===== src/rtl/fifo_burst_reader_pkg.sv =====
// -----------------------------------------------------------------------------
// fifo_rd_pkg
// Shared types and constants for the FIFO burst reader.
//   rd_state_e : controller state (IDLE / READ / FLUSH)
//   BUF_DEPTH  : entries in the read-latency absorbing buffer
//   CRW        : width of buffer occupancy / credit values
//   ptr_inc    : modulo-BUF_DEPTH pointer increment
// -----------------------------------------------------------------------------
package fifo_rd_pkg;

    typedef enum logic [1:0] {
        IDLE  = 2'd0,
        READ  = 2'd1,
        FLUSH = 2'd2
    } rd_state_e;

    localparam int BUF_DEPTH = 3;
    localparam int CRW       = 2;

    typedef logic [CRW-1:0] credit_t;

    function automatic logic [1:0] ptr_inc(input logic [1:0] p);
        return (p == 2'd2) ? 2'd0 : p + 2'd1;
    endfunction

endpackage


===== src/rtl/fifo_burst_reader_if.sv =====
// -----------------------------------------------------------------------------
// fifo_burst_reader_if
// Bundles the FIFO read port and the downstream valid/ready stream.
//   ren     : FIFO read enable          (reader -> FIFO)
//   empty   : FIFO empty flag           (FIFO -> reader)
//   dataout : FIFO read data, 1 cycle after ren
//   m_valid : downstream data valid     (reader -> consumer)
//   m_data  : downstream data
//   m_ready : downstream ready          (consumer -> reader)
// master = the burst reader, slave = FIFO + consumer side.
// -----------------------------------------------------------------------------
interface fifo_burst_reader_if #(
    parameter int DW = 3
);
    logic          ren;
    logic          empty;
    logic [DW-1:0] dataout;
    logic          m_valid;
    logic [DW-1:0] m_data;
    logic          m_ready;

    modport master (
        output ren,
        input  empty,
        input  dataout,
        output m_valid,
        output m_data,
        input  m_ready
    );

    modport slave (
        input  ren,
        output empty,
        output dataout,
        input  m_valid,
        input  m_data,
        output m_ready
    );
endinterface


===== src/rtl/fifo_burst_reader_skid.sv =====
// -----------------------------------------------------------------------------
// rd_skid_buf
// 3-entry circular buffer holding words returned by the FIFO.
//   clk, rst : clock, asynchronous active-low reset
//   push/din : write din at the tail
//   pop      : drop the head word
//   occ      : current occupancy (0..3)
//   head     : word at the head (meaningful when occ != 0)
// Storage is not reset; only pointers and occupancy are.
// -----------------------------------------------------------------------------
module rd_skid_buf
    import fifo_rd_pkg::*;
#(
    parameter int DW = 3
) (
    input  logic          clk,
    input  logic          rst,
    input  logic          push,
    input  logic [DW-1:0] din,
    input  logic          pop,
    output credit_t       occ,
    output logic [DW-1:0] head
);

    logic [DW-1:0] mem [BUF_DEPTH];
    logic [1:0]    wr_ptr;
    logic [1:0]    rd_ptr;

    always_ff @(posedge clk) begin
        if (push) begin
            mem[wr_ptr] <= din;
        end
    end

    always_ff @(posedge clk or negedge rst) begin
        if (!rst) begin
            wr_ptr <= 2'd0;
            rd_ptr <= 2'd0;
            occ    <= '0;
        end else begin
            if (push) wr_ptr <= ptr_inc(wr_ptr);
            if (pop)  rd_ptr <= ptr_inc(rd_ptr);
            case ({push, pop})
                2'b10:   occ <= occ + credit_t'(1);
                2'b01:   occ <= occ - credit_t'(1);
                default: occ <= occ;
            endcase
        end
    end

    assign head = mem[rd_ptr];

endmodule


===== src/rtl/fifo_burst_reader.sv =====
// -----------------------------------------------------------------------------
// fifo_burst_reader
// Drains burst_len words from a FIFO read port and forwards them on a
// valid/ready stream at full throughput, absorbing the FIFO's one-cycle read
// latency in a 3-entry buffer.
//   clk       : clock, rising edge
//   rst       : asynchronous active-low reset
//   start     : burst request pulse, sampled in IDLE only
//   burst_len : words to read, sampled with start
//   busy      : burst active (drops in the cycle done is high)
//   done      : one-cycle completion pulse
//   word_cnt  : words delivered in the current / last burst
//   bus       : FIFO read port + downstream stream (master modport)
// -----------------------------------------------------------------------------
module fifo_burst_reader
    import fifo_rd_pkg::*;
#(
    parameter int DW   = 3,
    parameter int LENW = 4
) (
    input  logic                clk,
    input  logic                rst,
    input  logic                start,
    input  logic [LENW-1:0]     burst_len,
    output logic                busy,
    output logic                done,
    output logic [LENW-1:0]     word_cnt,
    fifo_burst_reader_if.master bus
);

    rd_state_e     state_q;
    rd_state_e     state_d;
    logic [LENW-1:0] remaining_q;
    logic          inflight_p1;
    logic          zero_done_q;
    credit_t       occ;
    logic [DW-1:0] head;
    logic [2:0]    credit_sum;
    logic          hs;
    logic          flush_done;
    logic          start_burst;
    logic          start_zero;

    // Words already buffered plus the one in flight must leave room for the
    // word a new ren would return; this is what prevents buffer overflow.
    assign credit_sum  = {1'b0, occ} + {2'b00, inflight_p1};
    assign hs          = bus.m_valid && bus.m_ready;
    assign flush_done  = (state_q == FLUSH) && (occ == '0) && !inflight_p1;
    assign start_burst = (state_q == IDLE) && start && (burst_len != '0);
    assign start_zero  = (state_q == IDLE) && start && (burst_len == '0);

    // FSM state register
    always_ff @(posedge clk or negedge rst) begin
        if (!rst) state_q <= IDLE;
        else      state_q <= state_d;
    end

    // FSM next state
    always_comb begin
        state_d = state_q;
        case (state_q)
            IDLE:    if (start_burst)          state_d = READ;
            READ:    if (remaining_q == '0)    state_d = FLUSH;
            FLUSH:   if (flush_done)           state_d = IDLE;
            default:                           state_d = IDLE;
        endcase
    end

    // FSM outputs; ren depends only on registered state and empty, never on
    // m_ready, so the FIFO side has no combinational path from downstream.
    always_comb begin
        bus.ren     = (state_q == READ) && !bus.empty && (remaining_q != '0) &&
                      (credit_sum < 3'd3);
        busy        = (state_q != IDLE) && !flush_done;
        done        = flush_done || zero_done_q;
        bus.m_valid = (occ != '0);
        bus.m_data  = bus.m_valid ? head : '0;
    end

    // Stage p1: read issued last cycle, dataout valid now
    always_ff @(posedge clk or negedge rst) begin
        if (!rst) begin
            remaining_q <= '0;
            inflight_p1 <= 1'b0;
            zero_done_q <= 1'b0;
            word_cnt    <= '0;
        end else begin
            inflight_p1 <= bus.ren;
            zero_done_q <= start_zero;
            if (start_burst)  remaining_q <= burst_len;
            else if (bus.ren) remaining_q <= remaining_q - LENW'(1);
            if ((state_q == IDLE) && start) word_cnt <= '0;
            else if (hs)                    word_cnt <= word_cnt + LENW'(1);
        end
    end

    // Stage p2: word captured in the buffer, presented downstream
    rd_skid_buf #(.DW(DW)) u_buf (
        .clk  (clk),
        .rst  (rst),
        .push (inflight_p1),
        .din  (bus.dataout),
        .pop  (hs),
        .occ  (occ),
        .head (head)
    );

endmodule


===== src/flat_wrapper.sv =====
// flat-port wrapper written by rule: the top's interface ports become plain ports
module fifo_burst_reader_flat import fifo_rd_pkg::*;
#(
    parameter int DW   = 3,
    parameter int LENW = 4
)
  (clk, rst, start, burst_len, busy, done, word_cnt, bus_ren, bus_empty, bus_dataout, bus_m_valid, bus_m_data, bus_m_ready);
  fifo_burst_reader_if #(.DW(DW)) bus_i ();
  input  logic clk;
  input  logic rst;
  input  logic start;
  input  logic [LENW-1:0] burst_len;
  output logic busy;
  output logic done;
  output logic [LENW-1:0] word_cnt;
  output wire logic [$bits(bus_i.ren)-1:0] bus_ren;
  input wire logic [$bits(bus_i.empty)-1:0] bus_empty;
  input wire logic [$bits(bus_i.dataout)-1:0] bus_dataout;
  output wire logic [$bits(bus_i.m_valid)-1:0] bus_m_valid;
  output wire logic [$bits(bus_i.m_data)-1:0] bus_m_data;
  input wire logic [$bits(bus_i.m_ready)-1:0] bus_m_ready;
  assign bus_ren = bus_i.ren;
  assign bus_i.empty = bus_empty;
  assign bus_i.dataout = bus_dataout;
  assign bus_m_valid = bus_i.m_valid;
  assign bus_m_data = bus_i.m_data;
  assign bus_i.m_ready = bus_m_ready;
  fifo_burst_reader #(.DW(DW), .LENW(LENW)) u_core (.clk(clk), .rst(rst), .start(start), .burst_len(burst_len), .busy(busy), .done(done), .word_cnt(word_cnt), .bus(bus_i));
endmodule

===== config.mk =====
export PLATFORM = sky130hd
export DESIGN_NAME = fifo_burst_reader_flat
export DESIGN_NICKNAME = d
export VERILOG_FILES = /design/src/rtl/fifo_burst_reader_pkg.sv /design/src/rtl/fifo_burst_reader_if.sv /design/src/rtl/fifo_burst_reader_skid.sv /design/src/rtl/fifo_burst_reader.sv /design/src/flat_wrapper.sv
export SDC_FILE = /design/constraint.sdc
export NUM_CORES = 1
export LEC_CHECK = 0
export BUFFER_PORTS_ARGS = -buffer_cell sky130_fd_sc_hd__buf_2
export CORE_ASPECT_RATIO = 1.25
export CORE_MARGIN = 1.5
export CORE_UTILIZATION = 40
export DETAILED_ROUTE_END_ITERATION = 12
export SYNTH_ARGS = -nofsm -noshare
export SYNTH_HDL_FRONTEND = slang
export SYNTH_SLANG_ARGS = --single-unit

===== constraint.sdc =====
create_clock -name clk -period 4.1 [get_ports clk]
set_input_delay 0.41 -clock clk [delete_from_list [all_inputs] [get_ports clk]]
set_output_delay 0.41 -clock clk [all_outputs]
set_load 0.02 [all_outputs]

======== After elaboration in Yosys (flattened, before gate mapping) ========
Memories as Yosys holds them, arrays and structs flattened.
Index checks and enable logic that the tools add are counted.
cells by class
  $add $sub $neg .......................... 7
  $lt $le $gt $ge ......................... 1
  equality and inequality tests ........... 9
  muxes and demuxes ....................... 14
  reductions and logical operators ........ 26
operator list
  cell                 number
  $mux 4               4
  $logic_and 1x1->1    10
  $mux 2               5
  $reduce_bool 2->1    5
  $eq 2x2->1 const B   4
  $logic_not 4->1      2
  $reduce_bool 4->1    2
  $add 2x1->2 const B  3
  $ne 2x1->1 const B   3
  $pmux 2 s3           1
  $add 4x1->4 const B  1
  $eq 2x1->1 const B   2
  $logic_not 2->1      2
  $pmux 2 s2           1
  $sub 4x1->4 const B  1
  $add 2x1->3          1
  $logic_not 1->1      3
  $lt 3x2->1 const B   1
  $mux 3               1
  $reduce_and 3->1     1
  $mux 1               2
  $sub 2x1->2 const B  1
  $logic_or 1x1->1     1
storage, ports and cells
  bits in registers ....................... 18
  bits in writable memories ............... 9
  output and inout port bits .............. 11
  word-level logic and storage cells ...... 66
  memories ................................ 1
memories
  memory            depth  bits a word  rd ports  clocked after memory_dff  write ports  RTL line                      source
  u_core.u_buf.mem  3      3            1         0                         1            fifo_burst_reader_skid.sv:25  logic [DW-1:0] mem [BUF_DEPTH];

======== Depth between registers and ports, before layout ========
  depth after elaboration ................. 6
  depth in mapped cells ................... 7

======== By module ========
From an unflattened synthesis, not the netlist that was laid out.
unflattened totals
  cell total of the unflattened synthesis .. 109
  area total of the unflattened synthesis .. 1280.0 µm²
by module, submodules not included
  module             instances  cells each  area an instance (µm²)  seq. area each (µm²)
  fifo_burst_reader  1          68          690.7                   300.3
  rd_skid_buf        1          41          589.3                   420.4

======== Worst setup path after synthesis ========
OpenSTA, ideal clock, no wires.
  kind .................................... register to output
  start point ............................. reg u_core.u_buf.occ[0]
  end point ............................... out bus_ren
  data arrival time ....................... 1.522 ns
  data required time ...................... 3.690 ns
  path slack .............................. 2.168 ns
  cell stages (with the launch flop) ...... 6
  buffers on the path ..................... 1
  cell sequence ........................... dfrtp_1 -> ha_1 -> ha_1 -> a211oi_4 -> and3_4 -> buf_6
between the ends
  longest elaborated chain between the ends .. 3
ends and longest elaborated chain
  what                    RTL line                      source
  start, declared         fifo_burst_reader_skid.sv:21  output credit_t occ,
  start signal, assigned  fifo_burst_reader_skid.sv:44  2'b10: occ <= occ + credit_t'(1);
  start signal, assigned  fifo_burst_reader_skid.sv:45  2'b01: occ <= occ - credit_t'(1);
  $add 2x1->3             fifo_burst_reader.sv:46       assign credit_sum = {1'b0, occ} + {2'b00, inflight_p1};
  $lt 3x2->1              fifo_burst_reader.sv:73       (credit_sum < 3'd3);
  $logic_and 1x1->1       fifo_burst_reader.sv:72       bus.ren = (state_q == READ) && !bus.empty && (remaining_q != '0) &&
  end, declared           flat_wrapper.sv:16            output wire logic [$bits(bus_i.ren)-1:0] bus_ren;
No other way between the ends.

======== Worst setup path in the final report ========
Same ends and word-level chain as after synthesis.

==> results by group <==
Routing
  – # DRC: 0
  – Drt via density: 5.07
  – First drt pass iteration count: 4
  – Post-route ant nets: 0
  – Post-DR wirelength/cell: 12.8 µm
  – Total number of vias: 893
  – DRT iter0 DRCs: 13
  – Total Wirelength: 2250 µm

Synth
  – Post-synthesis register bit count: 27
  – YS warnings: 0
  – Synthesized area: 0.00133 mm²
  – Cell count after synthesis: 116
  – Syn avg cell area: 11.4 µm²
  – Sequential area share after synthesis: 0.544
  – Net count after synthesis: 133
  – Netlist cell types: 34

Placed design
  – GP Congestion: 0.707
  – HPWL after DPL: 1820 µm
  – Placed inst area: 0.00146 mm²
  – I/O Buffers: 22

Cells and area
  – Fin util: 0.472
  – Share of cells above drive strength 1: 0.295
  – Ant. Diodes: 0
  – Area grow syn2layout: 13.7%
  – Nets: 157
  – Area of all placed cells without fillers: 0.00151 mm²

Floorplanning
  – Die Wd: 54.5 µm
  – # IOs: 23
  – Die span in y: 67.4 µm
  – Site Rows: 23
  – CORE AREA: 0.00319 mm²
  – Starting Density: 0.415
  – Die area: 0.00367 mm²

Timing
  – Fmax: 0.418 GHz
  – RSZ-0062 raised after global routing: no
  – Hold Fails Final Rpt: 0
  – Fin Hold WS: 63.4 ps
  – Relative slew margins: 0.593
  – Total Neg Setup Slack: 0 ps
  – Post-route minimum period: 2400 ps
  – Worst Skew: 3.19 ps
  – Final Setup Violations: 0
  – Final worst path period share: 0.584
  – Slew @ Worst Pin: 605 ps
  – Slew Viols, Final: 0

Critical path
  – Required @ worst endpoint: 3690 ps
  – Slowest cell on crit path: dfrtp_1
  – Top delay family on crit path: adder cells
  – Slowest cell delay on critical path: 450 ps
  – Worst EP arrival: 1990 ps
  – CP bufs+invs: 1
  – Critical Path End Type: output port
  – WP depth: 5
  – Worst r2r path cells: 6
  – Worst-path fanout max: 7
  – Worst R2R Setup Slack: 2220 ps
  – Critical path class: flip-flop to output port
  – Startpoint Class: flip-flop
  – Most frequent CP cell: ha_1
  – Worst path cell trace: ha_1 > ha_1 > a211oi_4 > and3_4 > buf_2

Outcome
  – Status: finished clean

Clock tree
  – CTS max path bufs: 2
  – CTS tree: yes
  – TritonCTS buffer count: 3
  – Htree depth: 1
  – Reg clk slew, reported paths: 90 ps
  – Post CTS Setup Buffer Count: 0
  – Clk root buf: clkbuf_8
  – PostCTS Resize Cnt: 0
  – Hold-fix buffers at CTS: 0
  – Clk Latency, worst-skew pair: 270 ps
  – Clock tree sinks: 27

GRT
  – Global-route wire length before repair: 3560 µm
  – Gr ovfl total: 0
  – Vias in the first global route: 859
  – GRT met3 Usage: 0.0199
  – Met2 usage in global routing: 0.264
  – Largest net degree at the start of global routing: 19
  – Gr usage total: 0.138
  – Top Usage Layer GRT: met2
  – Met1 usage: 0.144
  – Initial antenna violation count: 0

Pwr
  – Comb pwr share: 0.471
  – Power per Cell Area: 778 mW/mm²
  – Switching share of power: 0.413
  – Clock Power Share: 0.124
  – Leak pwr: 0.690 nW
  – Worst VDD drop: 0.358 mV
  – Cell Int Power: 0.688 mW
  – Sequential power share: 0.404
  – Total net switching power: 0.484 mW

Job
  – Max-Cap Viols: 0

Min path
  – HP Class: primary input to asynchronous set/reset pin
## sequential cells by signal, summed over array words and instances, names as in the netlist, 2 cells and up
name	cells
u_core.u_buf.rd_ptr	2
u_core.u_buf.mem	9
u_core.u_buf.occ	2
u_core.state_q	2
u_core.u_buf.wr_ptr	2
u_core.remaining_q	4
u_core.word_cnt	4
## cell usage in the layout, fill, tap and decap left out, types with 2 or more instances in the layout
cell      instances
a211oi_2          3
ha_1              5
o21ai_1           2
inv_1             6
buf_2            22
xor2_1            4
xnor2_1           3
a21o_1            3
nand2_1          12
edfxtp_1          9
nor3_2            3
nand4_1           3
mux2i_1           3
nor2_1           17
clkbuf_8          3
nor3_1            2
a21oi_1           5
dfrtp_1          18
## power by group through the flow
stage	Clock [mW]	Combinational [mW]	Sequential, mW
2_1_floorplan	0	0.452	0.463
3_3_place_gp	0	0.546	0.473
3_5_place_dp	0	0.562	0.480
4_1_cts	0.152	0.566	0.475
5_1_grt	0.165	0.616	0.490
6_report	0.146	0.553	0.474
## per-stage QoR
step                std cells  total power, mW  setup slack [ps]
detailed placement        172             1.04              2010
finish                    176             1.17              1700
global placement          172             1.02              2020
floorplan                 116            0.915              2170
CTS                       176             1.19              1690
global route              176             1.27              1600
## layer usage
layer | routed length [µm] | part of all wire | vias up
met2 | 1300 | 0.58 | 15
met4 | 35 | 0.016 | 0
li1 | - | - | 444
met5 | 0 | 0 | -
met3 | 60 | 0.027 | 5
met1 | 859 | 0.38 | 429
## Yosys cell counts
master    instances  area [µm²]
nand4_1           3        18.8
a211oi_2          3        37.5
mux2_2            1        11.3
o22ai_1           1        6.26
and3_4            1        11.3
nor3_2            3        30.0
o21ai_0           1        5.00
dfrtp_1          18         450
nor3b_4           1        18.8
o21ai_1           2        10.0
nand2_1          12        45.0
ha_1              5        62.6
xor2_1            4        35.0
clkbuf_1          1        3.75
nand2_2           1        6.26
xnor2_1           3        26.3
and2_4            1        8.76
or4_4             1        11.3
inv_1             6        22.5
nor3_1            2        10.0
buf_2             1        5.00
and2b_4           1        10.0
inv_2             1        3.75
o21bai_1          1        7.51
a211oi_4          1        20.0
edfxtp_1          9         270
nand2b_1          1        6.26
nor2_1           17        63.8
or3b_4            1        11.3
mux2i_1           3        30.0
a21o_1            3        22.5
nor3b_1           1        7.51
a21oi_1           5        25.0
buf_6             1        11.3
## path summary, 6_finish.rpt
| kind | from | to |
|---|---|---|
| worst max-delay path | u_core.u_buf.occ[0] | bus_ren |
| max in group asynchronous | rst | u_core.u_buf.occ[0] |
| worst min-delay path | rst | u_core.inflight_p1 |
| worst min register to register | u_core.u_buf.wr_ptr[1] | u_core.u_buf.wr_ptr[1] |
| worst max register to register | u_core.u_buf.occ[0] | u_core.remaining_q[0] |
| min in group clk | bus_dataout[1] | u_core.u_buf.mem[2][1] |
## final cells by class
type	instances	area, µm²
fill	314	1690
sequential	27	721
multi-input combinational	79	558
timing repair buffer	22	110
tap	37	46.3
clock buffer	4	45.0
inverter	7	26.3
## cells by family after synthesis
kind of cell | synth area share
AO/OA/AOI/OAI | 0.101
XOR/XNOR | 0.0463
adder cells (fa/ha/maj) | 0.0472
buffers and inverters | 0.0349
flip-flops | 0.544
multiplexers | 0.0312
AND/OR/NAND/NOR | 0.195
No activity file was read; power rests on OpenSTA's default activity.
